<file path="config.mk">
export PLATFORM = sky130hd
export DESIGN_NAME = hazard_ctrl_flat
export DESIGN_NICKNAME = d
export VERILOG_FILES = /design/src/rtl/hazard_pkg.sv /design/src/rtl/hazard_ctrl_if.sv /design/src/rtl/hazard_ctrl_fwd_sel.sv /design/src/rtl/hazard_ctrl.sv /design/src/flat_wrapper.sv
export SDC_FILE = /design/constraint.sdc
export NUM_CORES = 1
export LEC_CHECK = 0
export ABC_AREA = 0
export BUFFER_PORTS_ARGS = -buffer_cell sky130_fd_sc_hd__buf_2
export CORE_MARGIN = 4
export CORE_UTILIZATION = 46
export CTS_BUF_LIST = sky130_fd_sc_hd__clkbuf_16
export CTS_CLUSTER_DIAMETER = 200
export DETAILED_ROUTE_END_ITERATION = 8
export PLACE_DENSITY = 0.8
export SYNTH_ARGS = -nofsm -noshare
export SYNTH_HDL_FRONTEND = slang
export SYNTH_SLANG_ARGS = --single-unit
export TNS_END_PERCENT = 50
</file>
<file path="constraint.sdc">
create_clock -name clk -period 2.5 [get_ports clk]
set_input_delay 0.5 -clock clk [delete_from_list [all_inputs] [get_ports clk]]
set_output_delay 0.5 -clock clk [all_outputs]
set_load 0.01 [all_outputs]
</file>
<file path="src/rtl/hazard_pkg.sv">
// ============================================================================
// hazard_pkg : shared types and constants for the pipeline hazard controller
// Revision   : 1.0
// ============================================================================
`default_nettype none

package hazard_pkg;

    typedef enum logic [1:0] {
        RUN    = 2'd0,
        FLUSH  = 2'd1,
        DRAIN  = 2'd2,
        HALTED = 2'd3
    } state_t;

    localparam logic [1:0]  FWD_RF = 2'b00;
    localparam logic [1:0]  FWD_M  = 2'b10;
    localparam logic [1:0]  FWD_W  = 2'b01;

    localparam logic [31:0] DEFAULT_HALT_WORD = 32'hffff_ffff;
    localparam int          CNT_W             = 4;

endpackage

`default_nettype wire

</file>
<file path="src/rtl/hazard_ctrl_if.sv">
// ============================================================================
// hazard_ctrl_if : pipeline fields in, stall/flush/forward controls out
// Revision       : 1.0
// ============================================================================
`default_nettype none

interface hazard_ctrl_if;
    logic [31:0] instrF;
    logic [4:0]  rsD, rtD, rsE, rtE;
    logic [4:0]  writeRegE, writeRegM, writeRegW;
    logic        memReadE;
    logic        regWriteE, regWriteM, regWriteW;
    logic        redirectE;
    logic        stallF, stallD, flushD, flushE;
    logic [1:0]  fwdAE, fwdBE;
    logic        halted;
    logic [31:0] cycle_cnt;

    modport master (
        output instrF, rsD, rtD, rsE, rtE, writeRegE, writeRegM, writeRegW,
               memReadE, regWriteE, regWriteM, regWriteW, redirectE,
        input  stallF, stallD, flushD, flushE, fwdAE, fwdBE, halted, cycle_cnt
    );

    modport slave (
        input  instrF, rsD, rtD, rsE, rtE, writeRegE, writeRegM, writeRegW,
               memReadE, regWriteE, regWriteM, regWriteW, redirectE,
        output stallF, stallD, flushD, flushE, fwdAE, fwdBE, halted, cycle_cnt
    );
endinterface

`default_nettype wire

</file>
<file path="src/rtl/hazard_ctrl_fwd_sel.sv">
// ============================================================================
// fwd_sel  : EX operand forward select for one source register (M beats W)
// Revision : 1.0
// ============================================================================
`default_nettype none

module fwd_sel
    import hazard_pkg::*;
(
    input  logic [4:0] src,
    input  logic       reg_write_m,
    input  logic [4:0] write_reg_m,
    input  logic       reg_write_w,
    input  logic [4:0] write_reg_w,
    output logic [1:0] fwd
);

    always_comb begin
        fwd = FWD_RF;
        if (reg_write_m && (write_reg_m != 5'd0) && (write_reg_m == src)) begin
            fwd = FWD_M;
        end else if (reg_write_w && (write_reg_w != 5'd0) && (write_reg_w == src)) begin
            fwd = FWD_W;
        end
    end

endmodule

`default_nettype wire

</file>
<file path="src/rtl/hazard_ctrl.sv">
// ============================================================================
// hazard_ctrl : redirect squash, RAW stall, halt drain and EX forwarding.
//               Macro HAZARD_FWD_EN enables forwarding; without it every RAW
//               hazard against EX/MEM stalls instead.
// Revision    : 1.0
// ============================================================================
`default_nettype none

module hazard_ctrl
    import hazard_pkg::*;
#(
    parameter int          SQUASH_CYCLES = 2,
    parameter int          DRAIN_CYCLES  = 4,
    parameter logic [31:0] HALT_WORD     = DEFAULT_HALT_WORD
) (
    input  logic         clk,
    input  logic         rst_n,
    hazard_ctrl_if.slave bus
);

    // The triggering cycle counts as the first squash/drain cycle.
    localparam int             SQUASH_LOAD_I = (SQUASH_CYCLES > 1) ? SQUASH_CYCLES - 2 : 0;
    localparam int             DRAIN_LOAD_I  = (DRAIN_CYCLES  > 1) ? DRAIN_CYCLES  - 2 : 0;
    localparam logic [CNT_W-1:0] SQUASH_LOAD = CNT_W'(SQUASH_LOAD_I);
    localparam logic [CNT_W-1:0] DRAIN_LOAD  = CNT_W'(DRAIN_LOAD_I);

    state_t           r_state, w_state_next;
    logic [CNT_W-1:0] r_cnt, w_cnt_next;
    logic [31:0]      r_cycle_cnt;

    logic w_match_e, w_load_use, w_hazard;
    logic w_stall_f, w_stall_d, w_flush_d, w_flush_e;

    assign w_match_e  = (bus.writeRegE != 5'd0) &&
                        ((bus.writeRegE == bus.rsD) || (bus.writeRegE == bus.rtD));
    assign w_load_use = bus.memReadE & w_match_e;

`ifdef HAZARD_FWD_EN
    logic [1:0] w_fwd_a, w_fwd_b;

    fwd_sel u_fwd_a (
        .src         (bus.rsE),
        .reg_write_m (bus.regWriteM),
        .write_reg_m (bus.writeRegM),
        .reg_write_w (bus.regWriteW),
        .write_reg_w (bus.writeRegW),
        .fwd         (w_fwd_a)
    );

    fwd_sel u_fwd_b (
        .src         (bus.rtE),
        .reg_write_m (bus.regWriteM),
        .write_reg_m (bus.writeRegM),
        .reg_write_w (bus.regWriteW),
        .write_reg_w (bus.writeRegW),
        .fwd         (w_fwd_b)
    );

    assign w_hazard  = w_load_use;
    assign bus.fwdAE = rst_n ? w_fwd_a : FWD_RF;
    assign bus.fwdBE = rst_n ? w_fwd_b : FWD_RF;
`else
    logic w_match_m;
    logic w_unused;

    assign w_match_m = (bus.writeRegM != 5'd0) &&
                       ((bus.writeRegM == bus.rsD) || (bus.writeRegM == bus.rtD));
    // Write-first register file covers WB, so only EX and MEM producers stall.
    assign w_hazard  = w_load_use | (bus.regWriteE & w_match_e) | (bus.regWriteM & w_match_m);
    assign bus.fwdAE = FWD_RF;
    assign bus.fwdBE = FWD_RF;
    assign w_unused  = ^{bus.rsE, bus.rtE, bus.regWriteW, bus.writeRegW};
`endif

    always_ff @(posedge clk or negedge rst_n) begin
        if (!rst_n) begin
            r_state     <= RUN;
            r_cnt       <= '0;
            r_cycle_cnt <= '0;
        end else begin
            r_state <= w_state_next;
            r_cnt   <= w_cnt_next;
            if (r_state != HALTED) begin
                r_cycle_cnt <= r_cycle_cnt + 32'd1;
            end
        end
    end

    always_comb begin
        w_state_next = r_state;
        w_cnt_next   = r_cnt;
        w_stall_f    = 1'b0;
        w_stall_d    = 1'b0;
        w_flush_d    = 1'b0;
        w_flush_e    = 1'b0;
        unique case (r_state)
            RUN: begin
                if (bus.redirectE) begin
                    w_flush_d = 1'b1;
                    w_flush_e = 1'b1;
                    if (SQUASH_CYCLES > 1) begin
                        w_state_next = FLUSH;
                        w_cnt_next   = SQUASH_LOAD;
                    end
                end else if (w_hazard) begin
                    w_stall_f = 1'b1;
                    w_stall_d = 1'b1;
                    w_flush_e = 1'b1;
                end else if (bus.instrF == HALT_WORD) begin
                    w_stall_f = 1'b1;
                    w_flush_d = 1'b1;
                    if (DRAIN_CYCLES > 1) begin
                        w_state_next = DRAIN;
                        w_cnt_next   = DRAIN_LOAD;
                    end else begin
                        w_state_next = HALTED;
                    end
                end
            end
            FLUSH: begin
                w_flush_d = 1'b1;
                w_flush_e = 1'b1;
                if (r_cnt == '0) begin
                    w_state_next = RUN;
                end else begin
                    w_cnt_next = r_cnt - 1'b1;
                end
            end
            DRAIN: begin
                // An older redirect invalidates the halt word that is draining.
                if (bus.redirectE) begin
                    w_flush_d = 1'b1;
                    w_flush_e = 1'b1;
                    w_state_next = (SQUASH_CYCLES > 1) ? FLUSH : RUN;
                    w_cnt_next   = SQUASH_LOAD;
                end else begin
                    w_stall_f = 1'b1;
                    w_flush_d = 1'b1;
                    if (r_cnt == '0) begin
                        w_state_next = HALTED;
                    end else begin
                        w_cnt_next = r_cnt - 1'b1;
                    end
                end
            end
            HALTED: begin
                w_stall_f = 1'b1;
                w_stall_d = 1'b1;
                w_flush_d = 1'b1;
                w_flush_e = 1'b1;
            end
            default: begin
                w_state_next = RUN;
                w_cnt_next   = '0;
            end
        endcase
    end

    assign bus.stallF    = rst_n & w_stall_f;
    assign bus.stallD    = rst_n & w_stall_d;
    assign bus.flushD    = rst_n & w_flush_d;
    assign bus.flushE    = rst_n & w_flush_e;
    assign bus.halted    = (r_state == HALTED);
    assign bus.cycle_cnt = r_cycle_cnt;

endmodule

`default_nettype wire

</file>
<file path="src/flat_wrapper.sv">
// flat-port wrapper written by rule: the top's interface ports become plain ports
module hazard_ctrl_flat import hazard_pkg::*;
#(
    parameter int          SQUASH_CYCLES = 2,
    parameter int          DRAIN_CYCLES  = 4,
    parameter logic [31:0] HALT_WORD     = DEFAULT_HALT_WORD
)
  (clk, rst_n, bus_instrF, bus_rsD, bus_rtD, bus_rsE, bus_rtE, bus_writeRegE, bus_writeRegM, bus_writeRegW, bus_memReadE, bus_regWriteE, bus_regWriteM, bus_regWriteW, bus_redirectE, bus_stallF, bus_stallD, bus_flushD, bus_flushE, bus_fwdAE, bus_fwdBE, bus_halted, bus_cycle_cnt);
  hazard_ctrl_if bus_i ();
  input  logic clk;
  input  logic rst_n;
  input wire logic [$bits(bus_i.instrF)-1:0] bus_instrF;
  input wire logic [$bits(bus_i.rsD)-1:0] bus_rsD;
  input wire logic [$bits(bus_i.rtD)-1:0] bus_rtD;
  input wire logic [$bits(bus_i.rsE)-1:0] bus_rsE;
  input wire logic [$bits(bus_i.rtE)-1:0] bus_rtE;
  input wire logic [$bits(bus_i.writeRegE)-1:0] bus_writeRegE;
  input wire logic [$bits(bus_i.writeRegM)-1:0] bus_writeRegM;
  input wire logic [$bits(bus_i.writeRegW)-1:0] bus_writeRegW;
  input wire logic [$bits(bus_i.memReadE)-1:0] bus_memReadE;
  input wire logic [$bits(bus_i.regWriteE)-1:0] bus_regWriteE;
  input wire logic [$bits(bus_i.regWriteM)-1:0] bus_regWriteM;
  input wire logic [$bits(bus_i.regWriteW)-1:0] bus_regWriteW;
  input wire logic [$bits(bus_i.redirectE)-1:0] bus_redirectE;
  output wire logic [$bits(bus_i.stallF)-1:0] bus_stallF;
  output wire logic [$bits(bus_i.stallD)-1:0] bus_stallD;
  output wire logic [$bits(bus_i.flushD)-1:0] bus_flushD;
  output wire logic [$bits(bus_i.flushE)-1:0] bus_flushE;
  output wire logic [$bits(bus_i.fwdAE)-1:0] bus_fwdAE;
  output wire logic [$bits(bus_i.fwdBE)-1:0] bus_fwdBE;
  output wire logic [$bits(bus_i.halted)-1:0] bus_halted;
  output wire logic [$bits(bus_i.cycle_cnt)-1:0] bus_cycle_cnt;
  assign bus_i.instrF = bus_instrF;
  assign bus_i.rsD = bus_rsD;
  assign bus_i.rtD = bus_rtD;
  assign bus_i.rsE = bus_rsE;
  assign bus_i.rtE = bus_rtE;
  assign bus_i.writeRegE = bus_writeRegE;
  assign bus_i.writeRegM = bus_writeRegM;
  assign bus_i.writeRegW = bus_writeRegW;
  assign bus_i.memReadE = bus_memReadE;
  assign bus_i.regWriteE = bus_regWriteE;
  assign bus_i.regWriteM = bus_regWriteM;
  assign bus_i.regWriteW = bus_regWriteW;
  assign bus_i.redirectE = bus_redirectE;
  assign bus_stallF = bus_i.stallF;
  assign bus_stallD = bus_i.stallD;
  assign bus_flushD = bus_i.flushD;
  assign bus_flushE = bus_i.flushE;
  assign bus_fwdAE = bus_i.fwdAE;
  assign bus_fwdBE = bus_i.fwdBE;
  assign bus_halted = bus_i.halted;
  assign bus_cycle_cnt = bus_i.cycle_cnt;
  hazard_ctrl #(.SQUASH_CYCLES(SQUASH_CYCLES), .DRAIN_CYCLES(DRAIN_CYCLES), .HALT_WORD(HALT_WORD)) u_core (.clk(clk), .rst_n(rst_n), .bus(bus_i));
endmodule
</file>
==> qor.log <==
INFO  run_status     status=finished, violations left
INFO  run_status     failed_checks=setup timing
INFO  die            die_area=6350µm²
INFO  critical_path  timing.critical_path.required=2.00ns
INFO  sta            max-slew-margin-rel=62.8%
INFO  sta            period_minus_slack=2.56ns
INFO  global_route   grt.met3_usage=4.63%
INFO  logic_synthesis synth-seq-area-share=40.2%
INFO  pwr            switching_share=35.6%
INFO  critical_path  reg2regPathDepth=8
INFO  run            maxCapViolations=0
INFO  logic_synthesis synth-warning-count=0
INFO  global_route   grt_pass1_vias=2,213
INFO  pwr            clock_power_share=25.2%
INFO  clock_network  max-clock-path-buffers=2
INFO  die            die-width=79.7µm
INFO  placement      place_ws=-0.0796ns
INFO  critical_path  arrival=2.06ns
INFO  routing        final_antenna_net_count=0
INFO  clock_network  cts_made_buffers=5
INFO  placement      hpwl=4700µm
INFO  logic_synthesis syn-cell-area=2360µm²
INFO  logic_synthesis mean_post_synth_cell_area=9.93µm²
INFO  routing        vias=2,228
INFO  global_route   gr-usage-met2=35.1%
INFO  cells_and_area n_antenna_cell=0
INFO  sta            finClkSkew=0.00366ns
INFO  sta            fmax=391MHz
INFO  pwr            p_comb_share=39.8%
INFO  routing        residual_drc=0
INFO  logic_synthesis synth.mux.area_fraction=0.953%
INFO  sta            setup_ws=-0.0551ns
INFO  routing        routedWlPerCell=14.6µm
INFO  logic_synthesis dominant_combinational_cell_family_by_area_after_synthesis=simple AND/OR/NAND/NOR gates
INFO  pwr            internal_power=1540µW
INFO  logic_synthesis synth_top_area_share=40.2%
INFO  clock_network  cts.reportedPaths.clkPinSlew=0.06ns
INFO  sta            report.final.slew_viol_count=0
INFO  global_route   grt_start_max_net_pins=23
INFO  logic_synthesis yosysTopAreaCell=sky130_fd_sc_hd__dfrtp_1
INFO  clock_network  ctsHoldBuffers=0
INFO  global_route   grt_antenna_before_repair=0
INFO  global_route   grtUsageTotal=19.9%
INFO  cells_and_area mostFrequentLayoutCell=sky130_fd_sc_hd__buf_2
INFO  clock_network  cts.htree.levels=2
INFO  critical_path  timing.critical_path.from_type=input pin
INFO  die            boundaryPins=115
INFO  routing        drtPass1Iterations=4
INFO  placement      routabilityCongestion=0.823
INFO  critical_path  criticalPathCategory=input pin to primary output
INFO  routing        drt_first_iter_violations=91
INFO  logic_synthesis yosys.area_share.xor_xnor=18.9%
INFO  worst_hold_path min_path_type=input pin to async pin
INFO  die            floorplan.die.height=79.7µm
INFO  pwr            total_leakage_power=0.00156µW
INFO  pwr            worst_ir_drop_vdd=526µV
INFO  sta            rsz_0062_raised_after_global_routing=true
INFO  logic_synthesis ys_ff_latch=38
INFO  routing        wirelength=6050µm
INFO  die            core=4850µm²
INFO  die            placement_rows=25
INFO  sta            timing.final.setup_violations=3
INFO  logic_synthesis syn_inst=238
INFO  placement      port-buffer-count=94
INFO  clock_network  cts_num_sinks=38
INFO  pwr            p_seq_share=35.0%
INFO  logic_synthesis asr_flop_ratio_synth=100%
INFO  logic_synthesis synth_top_flop_cell=sky130_fd_sc_hd__dfrtp_1
INFO  clock_network  clk-insertion-delay-late=0.28ns
INFO  critical_path  reg2reg_setup_slack=0.32ns
INFO  global_route   grt_overflow_total=0
INFO  critical_path  crit_fanout=4
INFO  sta            timing_hold_violations_final=0
INFO  routing        drt-vias-per-instance=5.36
INFO  cells_and_area drive_gt1_share=37.8%
INFO  sta            fraction_of_the_cycle_the_final_worst_path_needs=102%
INFO  cells_and_area fillerInstances=396
INFO  global_route   grt_first_pass_wirelength=9920µm
INFO  sta            worst_pin_slew=0.544ns
INFO  die            floorplan.initialDensity=48.7%
INFO  critical_path  endpoint_kind=primary output
INFO  cells_and_area area_growth_syn_to_layout=34.6%
INFO  global_route   grt_use_met1=23.8%
INFO  logic_synthesis yosys_cell_types=51
INFO  global_route   global_route.peak_usage_layer=met2
INFO  logic_synthesis yosys.area_share.simple=24.3%
INFO  logic_synthesis synth-compound-area-share=8.21%
INFO  cells_and_area finish.net_count=429
INFO  clock_network  clockRootBuffer=sky130_fd_sc_hd__clkbuf_16
INFO  cells_and_area mostFrequentLayoutCells=sky130_fd_sc_hd__buf_2 (91), sky130_fd_sc_hd__dfrtp_1 (38), sky130_fd_sc_hd__xnor2_1 (26), sky130_fd_sc_hd__xor2_1 (25), sky130_fd_sc_hd__nand4_1 (19)
INFO  logic_synthesis synth.top_cells.by_area=sky130_fd_sc_hd__dfrtp_1 (40%), sky130_fd_sc_hd__xnor2_1 (9.6%), sky130_fd_sc_hd__xor2_1 (9.3%)
INFO  logic_synthesis synth_fa_ha_area_share=3.71%
INFO  sta            setup-tns-final=-0.0824ns
INFO  clock_network  tritoncts=done
INFO  pwr            switching_power=849µW
INFO  pwr            power_density=750nW/µm²
INFO  logic_synthesis synth_edf_count=0
## metal layers
metal  part of all wire (%)  vias up
li1                       -     1083
met1                     40     1055
met2                     51       82
met3                    7.3        8
met4                    1.3        0
met5                      0        -
## Yosys cell counts (2+ instances only)
library cell	number
sky130_fd_sc_hd__o21ai_0	2
sky130_fd_sc_hd__nand2b_1	2
sky130_fd_sc_hd__xnor2_1	26
sky130_fd_sc_hd__and3_1	5
sky130_fd_sc_hd__nand2_1	9
sky130_fd_sc_hd__clkbuf_1	2
sky130_fd_sc_hd__xor2_1	25
sky130_fd_sc_hd__o221ai_1	3
sky130_fd_sc_hd__nor2_1	18
sky130_fd_sc_hd__a21oi_1	2
sky130_fd_sc_hd__mux2_2	2
sky130_fd_sc_hd__a22oi_1	2
sky130_fd_sc_hd__nor3_2	2
sky130_fd_sc_hd__buf_4	4
sky130_fd_sc_hd__nor3_1	5
sky130_fd_sc_hd__or4_1	2
sky130_fd_sc_hd__nand3_1	13
sky130_fd_sc_hd__or3_1	4
sky130_fd_sc_hd__nand4_1	19
sky130_fd_sc_hd__inv_2	2
sky130_fd_sc_hd__inv_1	6
sky130_fd_sc_hd__nor2b_1	2
sky130_fd_sc_hd__dfrtp_1	38
sky130_fd_sc_hd__o31ai_1	2
sky130_fd_sc_hd__ha_1	7
sky130_fd_sc_hd__o31a_1	2
sky130_fd_sc_hd__nor4_1	2
sky130_fd_sc_hd__and4_1	4
sky130_fd_sc_hd__o211ai_1	2
sky130_fd_sc_hd__nor3b_1	3
## power by group through the flow
stage                     sequential [µW]  combinational, µW  clock (µW)
final                                 834                951         602
after global routing                  852               1050         656
after CTS                             833                924         616
after detailed placement              843                906           0
after global placement                837                883           0
after floorplan                       848                607           0
## timing repair
item	4_1_cts	5_1_grt
pin swaps	1	9
cloned	0	0
gates resized for setup	1	11
buffers inserted	1	0
setup endpoints to repair	4	4
## worst max-delay path, stage by stage
cell and delay, ns:
sky130_fd_sc_hd__buf_2 0.12, sky130_fd_sc_hd__or4_1 0.51, sky130_fd_sc_hd__nor2_1 0.13, sky130_fd_sc_hd__o32ai_2 0.10
sky130_fd_sc_hd__buf_4 0.16, sky130_fd_sc_hd__buf_6 0.11, sky130_fd_sc_hd__nor3b_4 0.18, sky130_fd_sc_hd__nor3b_2 0.07
sky130_fd_sc_hd__buf_2 0.16
## area by class of cell
type	count	area, µm²	share of cell area [%]
multi-input combinational	187	1380	43.3
sequential	38	951	29.9
timing repair buffer	108	598	18.8
clock buffer	5	125	3.93
tap	67	83.8	2.63
inverter	8	30.0	0.944
clock inverter	3	16.3	0.511
## path summary, 6_finish.rpt
check                                        startpoint                        to
worst min register to register  u_core.bus.cycle_cnt[3]   u_core.bus.cycle_cnt[3]
worst max register to register        u_core.r_state[0]           u_core.r_cnt[3]
min in group clk                u_core.bus.cycle_cnt[3]   u_core.bus.cycle_cnt[3]
worst min-delay path                              rst_n           u_core.r_cnt[3]
worst max-delay path                   bus_writeRegE[3]                bus_flushE
max in group asynchronous                         rst_n  u_core.bus.cycle_cnt[11]
## per-stage QoR
step | cells | hold WS, ns | cell area, µm² | power [µW] | util [%]
finish | 416 | 0.0939 | 3180 | 2390 | 65.6
global route | 416 | 0.0950 | 3180 | 2560 | 65.6
CTS | 416 | 0.0976 | 3130 | 2370 | 64.5
detailed placement | 407 | 0.398 | 2970 | 1750 | 61.3
global placement | 407 | 0.396 | 2970 | 1720 | 61.3
floorplan | 241 | 0.204 | 2370 | 1460 | -
## sequential cells by signal, summed over array words and instances (netlist names)
register	cells
u_core.r_cnt	4
u_core.r_state	2
u_core.bus.cycle_cnt	32
## kinds of logic after synthesis
family / count (synthesis)
other: 1
xor gates and xnor gates: 51
and+or+nand+nor: 99
AOI/OAI and AO/OA: 24
buffers and inverters: 16
adders and majority gates: 7
DFF: 38
muxes: 2
No activity file was read; power rests on OpenSTA's default activity.
